--- src/rtl/pc_ctrl.sv ---
// pc_ctrl: fetch/decode/execute sequencer driving the program counter.
// Each instruction is latched in FETCH, held stable in DECODE, and acted on
// in EXEC, where one PC strobe (increment or load) is issued for one cycle.
// Optional call/return stack enabled by defining PC_CTRL_RETSTACK_EN.
module pc_ctrl #(
  parameter int ADDR_W      = 4,
  parameter int STACK_DEPTH = 4
) (
  input  logic              clk,
  input  logic              rst_n,
  input  logic              run,
  input  logic [7:0]        instr,
  input  logic [ADDR_W-1:0] pc_cur,
  input  logic              zero_flag,
  output logic              incPC,
  output logic              loadPC,
  output logic [7:0]        PCinput,
  output logic [7:0]        ir,
  output logic              halted,
  output logic              stack_err
);

  typedef enum logic [2:0] {IDLE, FETCH, DECODE, EXEC, HALT} state_t;

  state_t     state, state_nxt;
  logic [3:0] opc;

  assign opc = ir[7:4];

`ifdef PC_CTRL_RETSTACK_EN
  localparam int SP_W  = $clog2(STACK_DEPTH + 1);
  localparam int IDX_W = (STACK_DEPTH > 1) ? $clog2(STACK_DEPTH) : 1;

  logic [3:0]       stk [STACK_DEPTH];
  logic [SP_W-1:0]  sp;
  logic [IDX_W-1:0] top_idx;
  logic [IDX_W-1:0] push_idx;
  logic [3:0]       ret_addr;
  logic             stk_full;
  logic             stk_empty;

  assign top_idx   = IDX_W'(sp - 1'b1);
  assign push_idx  = IDX_W'(sp);
  assign ret_addr  = pc_cur[3:0] + 4'd1;
  assign stk_full  = (sp == SP_W'(STACK_DEPTH));
  assign stk_empty = (sp == '0);
`else
  // No stack storage in this build; keep the otherwise-idle inputs visible.
  localparam int UNUSED_DEPTH = STACK_DEPTH;
  logic unused_pc;
  assign unused_pc = ^pc_cur;
  assign stack_err = 1'b0;
`endif

  // State register; reset abandons any instruction in flight.
  always_ff @(posedge clk) begin
    if (!rst_n) state <= IDLE;
    else        state <= state_nxt;
  end

  // Instruction register, loaded once per instruction in FETCH.
  always_ff @(posedge clk) begin
    if (!rst_n)              ir <= 8'h00;
    else if (state == FETCH) ir <= instr;
  end

  // Next-state and single-cycle PC strobes decoded from state and ir.
  always_comb begin
    state_nxt = state;
    incPC     = 1'b0;
    loadPC    = 1'b0;
    PCinput   = 8'h00;
    halted    = 1'b0;
    case (state)
      IDLE:   if (run) state_nxt = FETCH;
      FETCH:  state_nxt = DECODE;
      DECODE: state_nxt = EXEC;
      EXEC: begin
        state_nxt = FETCH;
        case (opc)
          4'hA: begin
            loadPC  = 1'b1;
            PCinput = {4'h0, ir[3:0]};
          end
          4'hB: begin
            if (zero_flag) begin
              loadPC  = 1'b1;
              PCinput = {4'h0, ir[3:0]};
            end else begin
              incPC = 1'b1;
            end
          end
          4'hF: state_nxt = HALT;
`ifdef PC_CTRL_RETSTACK_EN
          4'hC: begin
            // The jump is taken even when the push overflows.
            loadPC  = 1'b1;
            PCinput = {4'h0, ir[3:0]};
          end
          4'hD: begin
            if (stk_empty) begin
              incPC = 1'b1;
            end else begin
              loadPC  = 1'b1;
              PCinput = {4'h0, stk[top_idx]};
            end
          end
`endif
          default: incPC = 1'b1;
        endcase
      end
      HALT:    halted = 1'b1;
      default: state_nxt = IDLE;
    endcase
  end

`ifdef PC_CTRL_RETSTACK_EN
  // Stack pointer and sticky over/underflow flag, updated at the end of EXEC.
  always_ff @(posedge clk) begin
    if (!rst_n) begin
      sp        <= '0;
      stack_err <= 1'b0;
    end else if (state == EXEC) begin
      if (opc == 4'hC) begin
        if (stk_full) stack_err <= 1'b1;
        else          sp        <= sp + 1'b1;
      end else if (opc == 4'hD) begin
        if (stk_empty) stack_err <= 1'b1;
        else           sp        <= sp - 1'b1;
      end
    end
  end

  // Return-address storage; entries are only meaningful below sp.
  always_ff @(posedge clk) begin
    if (state == EXEC && opc == 4'hC && !stk_full) stk[push_idx] <= ret_addr;
  end
`endif

endmodule

--- config.mk ---
export PLATFORM = sky130hd
export DESIGN_NAME = pc_ctrl
export DESIGN_NICKNAME = d
export VERILOG_FILES = /design/src/rtl/pc_ctrl.sv
export SDC_FILE = /design/constraint.sdc
export NUM_CORES = 1
export LEC_CHECK = 0
export CORE_MARGIN = 5
export CORE_UTILIZATION = 32
export DETAILED_ROUTE_END_ITERATION = 6
export HOLD_SLACK_MARGIN = 0.1
export PLACE_DENSITY = 0.81
export SLEW_MARGIN = 0
export SYNTH_ARGS = -nofsm -noshare
export SYNTH_HDL_FRONTEND = slang
export SYNTH_SLANG_ARGS = --single-unit
--- constraint.sdc ---
create_clock -name clk -period 0.96 [get_ports clk]
set_input_delay 0.096 -clock clk [delete_from_list [all_inputs] [get_ports clk]]
set_output_delay 0.096 -clock clk [all_outputs]
set_load 0.05 [all_outputs]
==> results of run 1 <==
-- cell families after synthesis --
group / count (synthesis) / synth area share (%)
multiplexers: 8 / 13.2
AO/OA/AOI/OAI: 3 / 4.95
AND/OR/NAND/NOR: 34 / 29.7
buffers and inverters: 13 / 13.8
flip-flops: 11 / 36.3
XOR/XNOR: 1 / 1.44
other: 1 / 0.618
-- where the power goes --
part / total (W) / switching (W) / internal, W
logic: 0.00157 / 0.000787 / 0.000786
registers: 0.000661 / 0.0000877 / 0.000573
clock network: 0.000315 / 0.000154 / 0.000161
total: 0.00255 / 0.00103 / 0.00152
-- metal layers --
layer	share of wire (%)	vias to the layer above
met5	0	-
met4	6.3	0
met3	5.0	14
met2	51	47
met1	38	382
li1	-	335
-- final cells by class --
class	count	area, µm²
Tap cell	25	31.3
Multi-Input combinational cell	51	444
Fill cell	105	334
Timing Repair Buffer	52	672
Clock buffer	4	26.3
Inverter	4	15.0
Sequential cell	11	241
-- worst max path at each step --
stage,start,to,slack [ns],cells past startpoint
floorplan,ir[6]$_SDFFE_PN0P_,PCinput[0],-0.74,2
global placement,zero_flag,incPC,-0.41,4
detailed placement,zero_flag,incPC,-0.46,4
CTS,ir[6]$_SDFFE_PN0P_,PCinput[2],-0.62,4
global route,state[2]$_SDFFE_PN0P_,PCinput[0],-0.69,4
finish,state[2]$_SDFFE_PN0P_,PCinput[3],-0.66,4
-- sequential cells by signal (all words and copies together) (netlist names) --
signal / cells
state: 3
ir: 8
-- stage by stage --
stage               utilization [%]  setup slack (ns)  total power, W  hold WS [ns]  TNS (ns)
floorplan                         -            -0.744         0.00136         0.228     -4.03
global placement               70.9            -0.413         0.00190         0.544     -3.02
detailed placement             70.9            -0.462         0.00194         0.571     -3.89
CTS                            77.5            -0.623         0.00240         0.369     -5.60
global route                   81.1            -0.692         0.00266         0.252     -6.65
finish                         81.1            -0.663         0.00255         0.229     -5.89
-- worst register-to-register path: stages, from the launching register on --
cell,delay (ns)
dfxtp_2,0.37
buf_6,0.12
nor3b_4,0.24
buf_6,0.16
mux2i_2,0.21
-- repair_timing --
item | CTS | global route
resized for setup | 18 | 16
pin swaps | 3 | 6
setup buffers | 6 | 6
setup endpoints to repair | 24 | 26
gates cloned | 0 | 0
-- placed cells by master, fill, tap and decap left out, types with 3 or more instances in the layout --
cell type | netlist | routed
buf_12 | 0 | 15
buf_4 | 7 | 9
buf_6 | 1 | 17
clkbuf_4 | 0 | 3
clkdlybuf4s50_1 | 0 | 10
conb_1 | 1 | 5
dfxtp_2 | 0 | 8
dfxtp_4 | 0 | 3
inv_1 | 4 | 4
mux2i_1 | 8 | 7
nand2_1 | 16 | 16
nand3b_1 | 3 | 3
nor4_4 | 0 | 4
==> run summary, run 1 <==
final setup fails: 21
ANT cells: 0
I/O pin count: 36
TritonRoute pass-1 iters: 4
hold path startpoint: rst_n
Die Wd: 53.5 µm
layout cells sized above 1: 56.6%
Critical Path AT: 1.53 ns
fin area: 1430 µm²
global-route wire length before repair: 3520 µm
Core Box Area: 1760 µm²
global routing usage on met1: 18.4%
critical path capture point type: primary output
Total GRT Usage: 17.7%
synth warn: 0
min-delay worst type: primary input to register
CTS Hold Bufs: 0
Root Buffer: clkbuf_4
Gate Count Post-Synth: 71
outcome: complete, but fails checks
critical-path cell list: nand3b_1 -> buf_6 -> nor4_4 -> buf_12
Max Freq: 616 MHz
Critical Path Fanout Max: 5
Cell Rows: 15
number of max-cap violations: 0
largest net degree at the start of global routing: 12
Area after DPL: 1250 µm²
worst r2r path cells: 4
CTS tree: built
setup ws final: -0.663 ns
slowest stage cell, crit path: dfxtp_2
clock latency on the worst-skew pair: 0.27 ns
via count: 778
RSZ-0062 raised after global routing: yes
vias per inst: 5.29
top-count cell post-synth: nand2_1
CTS max path bufs: 2
final period utilization: 169%
DRT antenna net count: 0
dpl cells: 137
non-filler cells, final: 147
Hold Path End: state[0]$_SDFFE_PN0P_
CTS Sinks: 11
r2r startpoint: state[0]$_SDFFE_PN0P_
maximum VDD drop: 0.00139 V
CTS H-tree depth: 1
setup slack on the worst flop-to-flop path: -0.23 ns
Power Density: 1780 nW/µm²
initial antenna violation count: 0
vias in the first global route: 726
average cell area after synthesis: 8.55 µm²
register area share after synthesis: 36.3%
critical path class: register to primary output
GRT met2 Usage: 33.7%
DIE AREA: 2870 µm²
clk slew on worst S/H paths: 0.07 ns
clock skew: 0.00597 ns
#FFs+latches synth: 11
Crit path largest cell delay: 0.34 ns
Synth-to-Final Area Change: 136%
CTS buffer count: 3
Port Buffers: 26
post-DP HPWL: 1620 µm
violated checks: setup timing
1st-iter DRT viols: 15
post-synth top area share: 36.3%
Worst Path Required: 0.86 ns
Final Hold Vio Count: 0
die height: 53.5 µm
Setup crit start kind: register
Worst Path Buf+Inv: 2
DRC violations left: 0
minimum clock period: 1.62 ns
hold depth: 3
Mapped Area: 607 µm²
total grt overflow: 0
M3 GR Usage: 3.05%
post-synthesis cell type count: 23
GR peak layer: met2
Routed WL: 2760 µm
Main synth FF type: dfxtp_1
Layout Nets: 139
Initial Utilization: 34.4%
largest cells by area after synthesis: dfxtp_1 (36%), mux2i_1 (13%), nand2_1 (9.9%)
Post-synth EDFFs: 0
Critical R2R Capture: ir[0]$_SDFFE_PN0P_
RePlAce Congestion: 0.827
FFs w/ async S/R, synth: 0%
LEAKAGE: 0.562 nW
Max Slew Vio Count: 0
top cells by count, synth: nand2_1 (16), dfxtp_1 (11), mux2i_1 (8)
WL/cell: 18.8 µm
critical path's top delay family: simple AND/OR/NAND/NOR gates
Synth area leader: dfxtp_1
No activity file was read; power rests on OpenSTA's default activity.
==> run 2: changes to the inputs <==
Settings changed: ABC_CLOCK_PERIOD_IN_PS set to 960.
==> results of run 2 <==
Same layout as run 1: the final DEF is identical, and so are final timing and power.
==> run 3: changes to the inputs <==
Settings changed: CORE_MARGIN 5 to 2, MAX_ROUTING_LAYER set to met4.
==> run summary, run 3 (synthesis gave the netlist of run 1 again) <==
CTS Hold Bufs: 0 (unchanged)
RSZ-0062 raised after global routing: yes (unchanged)
Max Freq: 651 MHz (was 616 MHz)
Root Buffer: clkbuf_4 (unchanged)
1st-iter DRT viols: 20 (was 15)
CTS tree: built (unchanged)
critical-path cell list: nand3b_1 -> buf_4 -> nor4_4 -> buf_12 (was nand3b_1 -> buf_6 -> nor4_4 -> buf_12)
slowest stage cell, crit path: dfxtp_4 (was dfxtp_2)
most common cell after layout, fill and taps aside: nand2_1 (was buf_6)
global routing usage on met1: 26.3% (was 18.4%)
Final Hold Vio Count: 0 (unchanged)
layout cells sized above 1: 54.9% (was 56.6%)
I/O pin count: 36 (unchanged)
Setup crit start kind: register (unchanged)
post-DP HPWL: 1500 µm (was 1620 µm)
clock latency on the worst-skew pair: 0.27 ns (about the same)
GR peak layer: met2 (unchanged)
final period utilization: 160% (was 169%)
final setup fails: 21 (unchanged)
CTS max path bufs: 2 (unchanged)
outcome: complete, but fails checks (unchanged)
ANT cells: 0 (unchanged)
Critical Path Fanout Max: 3 (was 5)
minimum clock period: 1.54 ns (was 1.62 ns)
WL/cell: 15.8 µm (was 18.8 µm)
Crit path largest cell delay: 0.34 ns (about the same)
commonest cells after routing, fill and taps aside: nand2_1 (16), buf_12 (15), buf_6 (14), buf_4 (12), clkdlybuf4s50_1 (11) (was buf_6 (17), nand2_1 (16), buf_12 (15), clkdlybuf4s50_1 (10), buf_4 (9))
Worst Path Required: 0.86 ns (about the same)
M3 GR Usage: 3.40% (was 3.05%)
Total GRT Usage: 22.5% (was 17.7%)
CTS Sinks: 11 (unchanged)
Die Wd: 47.5 µm (was 53.5 µm)
largest net degree at the start of global routing: 10 (was 12)
clock skew: 0.00909 ns (was 0.00597 ns)
Core Box Area: 1760 µm² (unchanged)
CTS buffer count: 3 (unchanged)
clk slew on worst S/H paths: 0.08 ns (was 0.07 ns)
Critical Path AT: 1.44 ns (was 1.53 ns)
Port Buffers: 26 (unchanged)
Power Density: 1750 nW/µm² (was 1780 nW/µm²)
die height: 47.5 µm (was 53.5 µm)
RePlAce Congestion: 0.747 (was 0.827)
Layout Nets: 139 (unchanged)
TritonRoute pass-1 iters: 4 (unchanged)
fin area: 1410 µm² (was 1430 µm²)
DRC violations left: 0 (unchanged)
max FFs per register: 8 (unchanged)
number of max-cap violations: 0 (unchanged)
min-delay worst type: primary input to register (unchanged)
CTS H-tree depth: 1 (unchanged)
Synth-to-Final Area Change: 132% (was 136%)
maximum VDD drop: 0.00119 V (was 0.00139 V)
LEAKAGE: 0.544 nW (was 0.562 nW)
vias per inst: 4.87 (was 5.29)
GRT met2 Usage: 36.5% (was 33.7%)
Cell Rows: 15 (unchanged)
Routed WL: 2330 µm (was 2760 µm)
total grt overflow: 0 (unchanged)
via count: 716 (was 778)
initial antenna violation count: 0 (unchanged)
Area after DPL: 1240 µm² (was 1250 µm²)
DIE AREA: 2260 µm² (was 2870 µm²)
critical path class: register to primary output (unchanged)
violated checks: setup timing (unchanged)
setup ws final: -0.577 ns (was -0.663 ns)
Largest regs: ir x8, state x3 (unchanged)
global-route wire length before repair: 3310 µm (was 3520 µm)
DRT antenna net count: 0 (unchanged)
pre-CTS WS: -0.479 ns (was -0.462 ns)
Largest Register: ir (unchanged)
Max Slew Vio Count: 0 (unchanged)
Initial Utilization: 34.4% (unchanged)
critical path capture point type: primary output (unchanged)
vias in the first global route: 707 (was 726)
## run 3: what timing repair did
action / in CTS / in global routing
endpoints found under the setup margin: 24 / 24
gates cloned: 0 / 0
endpoints found under the hold margin: 0 / 0
resized for setup: 20 / 8
pin swaps: 6 / 5
setup buffers: 6 / 7
## run 3: worst paths after layout
path / startpoint / endpoint / slack (ns) / cells after the start
setup / recovery: ir[6]$_SDFFE_PN0P_ / PCinput[3] / -0.58 / 4
hold / removal: instr[5] / ir[5]$_SDFFE_PN0P_ / 0.36 / 3
setup reg to reg: state[2]$_SDFFE_PN0P_ / ir[4]$_SDFFE_PN0P_ / -0.27 / 4
hold reg to reg: state[0]$_SDFFE_PN0P_ / state[0]$_SDFFE_PN0P_ / 0.58 / 2
## run 3: critical path: cells and delay by family, from the launching register on
kind | cells | cell delay [ns]
buffers and inverters | 2 | 0.38
flip-flops | 1 | 0.34
AND/OR/NAND/NOR | 2 | 0.43
## run 3: report_power, final
part           leakage, nW  switching, W  internal (W)
clock               0.0150      0.000159      0.000161
sequential          0.0950     0.0000626      0.000572
combinational        0.434      0.000761      0.000749
total                0.544      0.000983       0.00148
## run 3: final cells by class
type / instances / area [µm²]
inverter: 4 / 15.0
clock buffer: 4 / 26.3
tap: 25 / 31.3
fill: 94 / 358
multi-input combinational: 51 / 435
timing repair buffer: 52 / 658
sequential: 11 / 240
## run 3: stage by stage
stage / hold WS (ns) / setup TNS (ns) / cells / total power [W] / utilization, %
global placement: 0.578 / -3.20 / 136 / 0.00188 / 70.4
CTS: 0.362 / -4.97 / 146 / 0.00239 / 78.7
detailed placement: 0.587 / -3.96 / 136 / 0.00191 / 70.4
floorplan: 0.228 / -4.03 / 75 / 0.00136 / -
global route: 0.382 / -6.44 / 147 / 0.00256 / 79.7
finish: 0.362 / -5.66 / 147 / 0.00246 / 79.7
## run 3: per-layer routing
layer / vias up / routed length (µm)
met5: - / 0
met4: 0 / 53
met3: 7 / 123
met2: 40 / 1180
met1: 332 / 968
li1: 337 / -
